==> config.mk <==
export PLATFORM = sky130hd
export DESIGN_NAME = de4_sopc_clock_0_master_fsm
export DESIGN_NICKNAME = d
export VERILOG_FILES = /design/src/rtl/de4_sopc_clock_0_pkg.sv /design/src/rtl/de4_sopc_clock_0_master_fsm.sv
export SDC_FILE = /design/constraint.sdc
export NUM_CORES = 1
export LEC_CHECK = 0
export ABC_AREA = 1
export ABC_CLOCK_PERIOD_IN_PS = 1300
export CAP_MARGIN = 20
export CORE_UTILIZATION = 42
export CTS_CLUSTER_SIZE = 12
export DETAILED_ROUTE_END_ITERATION = 8
export GPL_TIMING_DRIVEN = 0
export PLACE_DENSITY = 0.79
export SYNTH_ARGS = -nofsm -noshare
export SYNTH_HDL_FRONTEND = slang
export SYNTH_SLANG_ARGS = --single-unit
==> constraint.sdc <==
create_clock -name clock -period 1.3 [get_ports clock]
set_input_delay 0.13 -clock clock [delete_from_list [all_inputs] [get_ports clock]]
set_output_delay 0.13 -clock clock [all_outputs]
set_load 0.05 [all_outputs]
==> src/rtl/de4_sopc_clock_0_pkg.sv <==
// Shared types and constants for the clock_0 clock-crossing bridge.
package de4_sopc_clock_0_pkg;

    localparam int DEFAULT_DATA_WIDTH = 32;

    typedef enum logic [1:0] {
        IDLE,
        READ_WAIT,
        WRITE_WAIT
    } state_t;

endpackage

==> src/rtl/de4_sopc_clock_0_master_fsm.sv <==
// Master-domain sequencer: turns request pulses into Avalon-MM strobes and
// reports each completion back to the slave domain as a level toggle.
module de4_sopc_clock_0_master_fsm
    import de4_sopc_clock_0_pkg::*;
#(
    parameter int DATA_WIDTH = DEFAULT_DATA_WIDTH
) (
    input  logic                  clock,
    input  logic                  reset_n,
    input  logic                  slave_read_request,
    input  logic                  slave_write_request,
    input  logic                  master_waitrequest,
    input  logic [DATA_WIDTH-1:0] master_readdata,
    output logic                  master_read,
    output logic                  master_write,
    output logic                  master_read_done,
    output logic                  master_write_done,
    output logic [DATA_WIDTH-1:0] captured_readdata
);

    state_t                state, state_nxt;
    logic                  read_pend, write_pend;
    logic                  read_pend_nxt, write_pend_nxt;
    logic                  read_nxt, write_nxt;
    logic                  read_done_nxt, write_done_nxt;
    logic [DATA_WIDTH-1:0] capture_nxt;

    always_comb begin
        state_nxt      = state;
        // Pulses fold into the pending flags in every state; a repeat merges.
        read_pend_nxt  = read_pend | slave_read_request;
        write_pend_nxt = write_pend | slave_write_request;
        read_nxt       = master_read;
        write_nxt      = master_write;
        read_done_nxt  = master_read_done;
        write_done_nxt = master_write_done;
        capture_nxt    = captured_readdata;

        case (state)
            IDLE: begin
                if (read_pend_nxt) begin
                    state_nxt     = READ_WAIT;
                    read_pend_nxt = 1'b0;
                    read_nxt      = 1'b1;
                end else if (write_pend_nxt) begin
                    state_nxt      = WRITE_WAIT;
                    write_pend_nxt = 1'b0;
                    write_nxt      = 1'b1;
                end
            end
            READ_WAIT: begin
                if (master_read && !master_waitrequest) begin
                    capture_nxt   = master_readdata;
                    read_done_nxt = ~master_read_done;
                    read_nxt      = 1'b0;
                    state_nxt     = IDLE;
                end
            end
            WRITE_WAIT: begin
                if (master_write && !master_waitrequest) begin
                    write_done_nxt = ~master_write_done;
                    write_nxt      = 1'b0;
                    state_nxt      = IDLE;
                end
            end
            default: begin
                state_nxt = IDLE;
                read_nxt  = 1'b0;
                write_nxt = 1'b0;
            end
        endcase
    end

    always_ff @(posedge clock or negedge reset_n) begin
        if (!reset_n) begin
            state             <= IDLE;
            read_pend         <= 1'b0;
            write_pend        <= 1'b0;
            master_read       <= 1'b0;
            master_write      <= 1'b0;
            master_read_done  <= 1'b0;
            master_write_done <= 1'b0;
            captured_readdata <= '0;
        end else begin
            state             <= state_nxt;
            read_pend         <= read_pend_nxt;
            write_pend        <= write_pend_nxt;
            master_read       <= read_nxt;
            master_write      <= write_nxt;
            master_read_done  <= read_done_nxt;
            master_write_done <= write_done_nxt;
            captured_readdata <= capture_nxt;
        end
    end

endmodule

# Word level (Yosys, flattened, before mapping)
# Cells that the tools add are included.
[word_totals] reg_bits=40 input_bits=37 elab_cells=46
[op_classes] eq_ne=8 muxes=15 n_bitwise=6 reduce_logical=9
[ops] cell="$ne 2x2->1 const B" count=5
[ops] cell="$mux 1" count=8
[ops] cell="$mux 2" count=4
[ops] cell="$pmux 1 s3" count=2
[ops] cell="$pmux 2 s3" count=1
[ops] cell="$reduce_and 3->1" count=2
[ops] cell="$not 1->1" count=4
[ops] cell="$reduce_and 2->1" count=2
[ops] cell="$reduce_and 4->1" count=1
[ops] cell="$ne 3x3->1 const B" count=1
[ops] cell="$eq 2x1->1 const B" count=1
[ops] cell="$eq 2x2->1 const B" count=1
[ops] cell="$logic_and 1x1->1" count=2
[ops] cell="$logic_not 2->1" count=1
[ops] cell="$or 1x1->1" count=2
[ops] cell="$logic_not 1->1" count=1

# Depth between registers and ports, before layout
[logic_depth] ltp_word=4 depth_mapped=7 depth_no_buf=6

# Worst setup path before layout
# No wires, ideal clock.
[synth_timing] path_kind="flip-flop to flip-flop" startpoint="register master_read" endpoint="register captured_readdata[23]" setup_ns=0.120 arrival_ns=1.203 required_ns=1.180 path_slack_ns=-0.023 stages_incl_launch_ff=6 path_buffers=2 cell_sequence="dfrtp_1 -> nand3_2 -> buf_6 -> buf_6 -> nand2_1 -> o21ai_2"
[synth_via] elab_chain_len=2
[synth_lines] item="from (decl)" line_no="de4_sopc_clock_0_master_fsm.sv:14" text="output logic master_read,"
[synth_lines] item="from (signal assigned)" line_no="de4_sopc_clock_0_master_fsm.sv:88" text="master_read <= read_nxt;"
[synth_lines] item="$logic_and 1x1->1" line_no="de4_sopc_clock_0_master_fsm.sv:52" text="if (master_read && !master_waitrequest) begin"
[synth_lines] item="$reduce_and 2->1 (no line)"
[synth_lines] item="to (signal assigned)" line_no="de4_sopc_clock_0_master_fsm.sv:92" text="captured_readdata <= capture_nxt;"
[synth_lines] item="to (decl)" line_no="de4_sopc_clock_0_master_fsm.sv:18" text="output logic [DATA_WIDTH-1:0] captured_readdata"
# Every way passes these cells.
# A chain may end at the register's enable or synchronous reset.

# Final worst setup path
[layout_timing] startpoint="register captured_readdata[1]" endpoint="output port captured_readdata[1]"
# No word-level cell between the ends.

==> metrics.txt <==
# TYPE chip_impl_metric gauge
chip_impl_metric{name="die_x",unit="um"} 65.9
chip_impl_metric{name="clk_latency",unit="ps"} 280
chip_impl_metric{name="vias_in_the_first_global_route",unit=""} 1324
chip_impl_metric{name="cellPowerDensity",unit="mW/mm^2"} 2660
chip_impl_metric{name="slew_violations",unit=""} 0
chip_impl_info{name="worst_path_max_delay_cell",value="sky130_fd_sc_hd__clkdlybuf4s15_1"} 1
chip_impl_info{name="unrepaired_setup_endpoints_after_global_routing",value="no"} 1
chip_impl_metric{name="grt_overflow_total",unit=""} 0
chip_impl_metric{name="grt_use_met2",unit="%"} 27.3
chip_impl_metric{name="design.die.area",unit="sq mm"} 0.00434
chip_impl_metric{name="drt_first_iter_violations",unit=""} 81
chip_impl_metric{name="synth.avg_cell_area",unit="sq um"} 9.62
chip_impl_metric{name="p_total",unit="mW"} 6.68
chip_impl_metric{name="timing.fmax",unit="GHz"} 0.789
chip_impl_metric{name="count_of_antenna_violating_nets_left_after_detailed_routing",unit=""} 0
chip_impl_metric{name="antenna_found_initial",unit=""} 0
chip_impl_metric{name="finalHoldWorstSlack",unit="ps"} 386
chip_impl_metric{name="nNetsFinal",unit=""} 295
chip_impl_metric{name="wirelength",unit="um"} 3280
chip_impl_info{name="synth_top_flop_cell",value="sky130_fd_sc_hd__dfrtp_1"} 1
chip_impl_metric{name="clock-skew-final",unit="ps"} 2.38
chip_impl_info{name="cp_cell_sequence",value="clkdlybuf4s15_1"} 1
chip_impl_info{name="clockRootBuffer",value="sky130_fd_sc_hd__clkbuf_8"} 1
chip_impl_metric{name="grt_pass1_wl",unit="um"} 5610
chip_impl_metric{name="area_growth",unit="%"} 46.4
chip_impl_metric{name="num_rows",unit=""} 22
chip_impl_metric{name="ctsHtreeMaxLevel",unit=""} 2
chip_impl_metric{name="wl_per_cell",unit="um"} 10.7
chip_impl_metric{name="worst_pin_slew",unit="ps"} 538
chip_impl_metric{name="ys_ff_latch",unit=""} 40
chip_impl_metric{name="cell_int_power",unit="mW"} 3.31
chip_impl_metric{name="sequential_to_total_area_share_from_yosys_stat",unit="%"} 58.4
chip_impl_metric{name="grt.total_usage",unit="%"} 17.1
chip_impl_metric{name="fin_crit",unit="ps"} 1270
chip_impl_metric{name="area_of_the_core",unit="sq mm"} 0.00380
chip_impl_metric{name="route.detailed.drc",unit=""} 0
chip_impl_metric{name="grt_use_met1",unit="%"} 21.4
chip_impl_metric{name="power.switching",unit="mW"} 3.37
chip_impl_metric{name="filler_instances",unit=""} 351
chip_impl_metric{name="portBuffers",unit=""} 72
chip_impl_metric{name="detailedPlacementHpwl",unit="um"} 2400
chip_impl_metric{name="relSlewSlack",unit="%"} 64.1
chip_impl_metric{name="worst_path_largest_cell_delay",unit="ps"} 500
chip_impl_metric{name="max_cap_viol_count",unit=""} 0
chip_impl_metric{name="globalplace.congestion",unit=""} 0.724
chip_impl_metric{name="layout_cell_share_with_drive_strength_beyond_1",unit="%"} 23.2
chip_impl_metric{name="min_period_over_period",unit="%"} 97.5
chip_impl_metric{name="critPathBufInv",unit=""} 1
chip_impl_metric{name="die_height",unit="um"} 65.9
chip_impl_info{name="critPathCaptureType",value="output port"} 1
chip_impl_metric{name="initial_utilization",unit="%"} 45.1
chip_impl_metric{name="hold_viol",unit=""} 0
chip_impl_info{name="synth_top_cells_by_area",value="sky130_fd_sc_hd__dfrtp_1 58%, sky130_fd_sc_hd__o21ai_2 11%, sky130_fd_sc_hd__nand2_1 10%"} 1
chip_impl_metric{name="grt_use_met3",unit="%"} 5.69
chip_impl_metric{name="clkSlewWorstSetupHoldPaths",unit="ps"} 70
chip_impl_metric{name="synth_enable_flop_cells",unit=""} 0
chip_impl_metric{name="io_pins",unit=""} 73
chip_impl_metric{name="grt_max_degree",unit=""} 41
chip_impl_info{name="cp-start-kind",value="flip-flop"} 1
chip_impl_info{name="ys_top_cells_by_count",value="46 x sky130_fd_sc_hd__nand2_1, 40 x sky130_fd_sc_hd__dfrtp_1, 38 x sky130_fd_sc_hd__inv_1"} 1
chip_impl_metric{name="syn_area",unit="sq mm"} 0.00171
chip_impl_metric{name="clock_sink_count",unit=""} 40
chip_impl_metric{name="netlist_instances",unit=""} 178
chip_impl_info{name="yosysTopAreaCell",value="sky130_fd_sc_hd__dfrtp_1"} 1
chip_impl_metric{name="ys_warn_count",unit=""} 0
chip_impl_metric{name="peakVddDrop",unit="mV"} 1.19
chip_impl_metric{name="power.combinational.fraction",unit="%"} 55.9
chip_impl_metric{name="setup_viol",unit=""} 0
chip_impl_metric{name="worst-endpoint-required",unit="ps"} 1170
chip_impl_metric{name="num_vias",unit=""} 1369
chip_impl_metric{name="synth.top_cell.area_share",unit="%"} 58.4
chip_impl_metric{name="worstPathArrival",unit="ps"} 1140
chip_impl_info{name="yosysMostFrequentCell",value="sky130_fd_sc_hd__nand2_1"} 1
chip_impl_metric{name="power.share.clock",unit="%"} 12.3
chip_impl_info{name="worst_path_dominant_cell_family",value="buffers and inverters"} 1
chip_impl_info{name="globalRoute.busiestLayer",value="met2"} 1
chip_impl_metric{name="p_seq_share",unit="%"} 31.8
chip_impl_metric{name="synthArstFlopShare",unit="%"} 100
chip_impl_metric{name="synth.lib_cells_used.distinct",unit=""} 15
chip_impl_metric{name="ant_cells",unit=""} 0
chip_impl_metric{name="switching_share",unit="%"} 50.5
chip_impl_metric{name="timing.critical_path.fanout_max",unit=""} 2
chip_impl_metric{name="first_pass_iters",unit=""} 4
chip_impl_metric{name="cts-buffers-inserted",unit=""} 5
chip_impl_metric{name="cts_max_path_buffers",unit=""} 2
chip_impl_metric{name="post_drt_via_cell_ratio",unit=""} 4.46
chip_impl_info{name="clock_tree_from_tritoncts",value="done"} 1
chip_impl_info{name="run_status",value="finished, final reports clean"} 1
chip_impl_info{name="timing.hold.worst.class",value="input port to async pin"} 1
chip_impl_metric{name="synth.net_count",unit=""} 215
chip_impl_info{name="worstSetupPathType",value="flip-flop to output port"} 1
chip_impl_metric{name="leakagePower",unit="nW"} 1.31
## state kept, by name, summed over array words and instances (netlist names)
signal	count
master_read	1
read_pend	1
captured_readdata	32
write_pend	1
master_read_done	1
master_write	1
state	2
master_write_done	1
## final timing paths
path	startpoint	to	slack (ps)	cells after the start
max	captured_readdata[1]$_DFFE_PN0P_	captured_readdata[1]	30	1
min	reset_n	captured_readdata[6]$_DFFE_PN0P_	390	2
max reg2reg	state[0]$_DFFE_PN0P_	captured_readdata[10]$_DFFE_PN0P_	100	7
min reg2reg	master_write_done$_DFFE_PN0P_	master_write_done$_DFFE_PN0P_	470	1
max in group asynchronous	reset_n	master_read$_DFFE_PN0P_	520	2
min in group clock	master_readdata[6]	captured_readdata[6]$_DFFE_PN0P_	390	3
## logic make-up (layout without fill, tap and decap cells)
| logic type | count (synthesis) | after routing | share of synthesized area (%) |
|---|---|---|---|
| simple gates | 56 | 56 | 12.9 |
| compound gates | 35 | 35 | 15.0 |
| xor+xnor | 2 | 2 | 1.02 |
| flops | 40 | 40 | 58.4 |
| buf+inv | 45 | 126 | 12.6 |
## stage by stage
| stage | area, sq um | cells | setup slack (ps) | setup TNS (ps) | util [%] |
|---|---|---|---|---|---|
| CTS | 2570 | 307 | 0.120 | 0 | 67.7 |
| floorplan | 1710 | 178 | 68.6 | 0 | - |
| global placement | 2490 | 298 | -1040 | -35840 | 65.7 |
| finish | 2510 | 307 | 32.0 | 0 | 66.0 |
| global route | 2510 | 307 | 1.73 | 0 | 66.0 |
| detailed placement | 2490 | 298 | -20.3 | -20.3 | 65.5 |
## timing repair
action,CTS,global route
resized for setup,57,37
pin swaps,0,0
endpoints found under the setup margin,36,32
hold buffers,1,0
endpoints found under the hold margin,40,0
buffers inserted,0,0
## routing by layer
metal	wire, um	vias up
met1	1450	620
met5	0	-
met4	52	0
li1	-	691
met2	1510	51
met3	269	7
## final cells by class
| type | instances | area (sq um) | share of cell area (%) |
|---|---|---|---|
| inverters | 38 | 143 | 5.69 |
| well taps | 48 | 60.1 | 2.40 |
| repair buffers | 73 | 641 | 25.5 |
| flip-flops and latches | 40 | 1000 | 40.0 |
| plain buffers | 7 | 72.6 | 2.89 |
| multi-input cells | 93 | 499 | 19.9 |
| clock buffers | 8 | 90.1 | 3.59 |
## power groups by stage
stage          clock (mW)  sequential [mW]  combinational (mW)
4_1_cts             0.848             2.11                3.85
6_report            0.821             2.12                3.73
3_5_place_dp            0             2.14                4.13
2_1_floorplan           0             3.89                1.02
3_3_place_gp            0             2.12                4.08
5_1_grt             0.906             2.19                4.01
## layout by cell type (no fill, tap or decap)
cell                              synthesis  layout
sky130_fd_sc_hd__nand2_1                 46      46
sky130_fd_sc_hd__dfrtp_1                 40      39
sky130_fd_sc_hd__inv_1                   38      38
sky130_fd_sc_hd__clkdlybuf4s50_1          0      35
sky130_fd_sc_hd__o21ai_2                 22      22
sky130_fd_sc_hd__clkbuf_2                 0      18
sky130_fd_sc_hd__clkdlybuf4s15_1          0      16
sky130_fd_sc_hd__o21ai_1                  8       8
sky130_fd_sc_hd__buf_6                    6       6
sky130_fd_sc_hd__clkbuf_8                 0       6
sky130_fd_sc_hd__nor2_1                   6       5
sky130_fd_sc_hd__o21ai_0                  3       3
sky130_fd_sc_hd__nor2_2                   1       2
sky130_fd_sc_hd__a21oi_1                  2       2
sky130_fd_sc_hd__nand3_1                  2       2
sky130_fd_sc_hd__clkbuf_1                 0       2
sky130_fd_sc_hd__clkdlybuf4s15_2          0       2
sky130_fd_sc_hd__nand3_2                  1       1
sky130_fd_sc_hd__xor2_1                   1       1
sky130_fd_sc_hd__buf_2                    1       1
sky130_fd_sc_hd__xnor2_1                  1       1
sky130_fd_sc_hd__dlygate4sd3_1            0       1
sky130_fd_sc_hd__clkbuf_4                 0       1
sky130_fd_sc_hd__dfrtp_2                  0       1
Note: power is estimated with default switching activity, not from simulation.
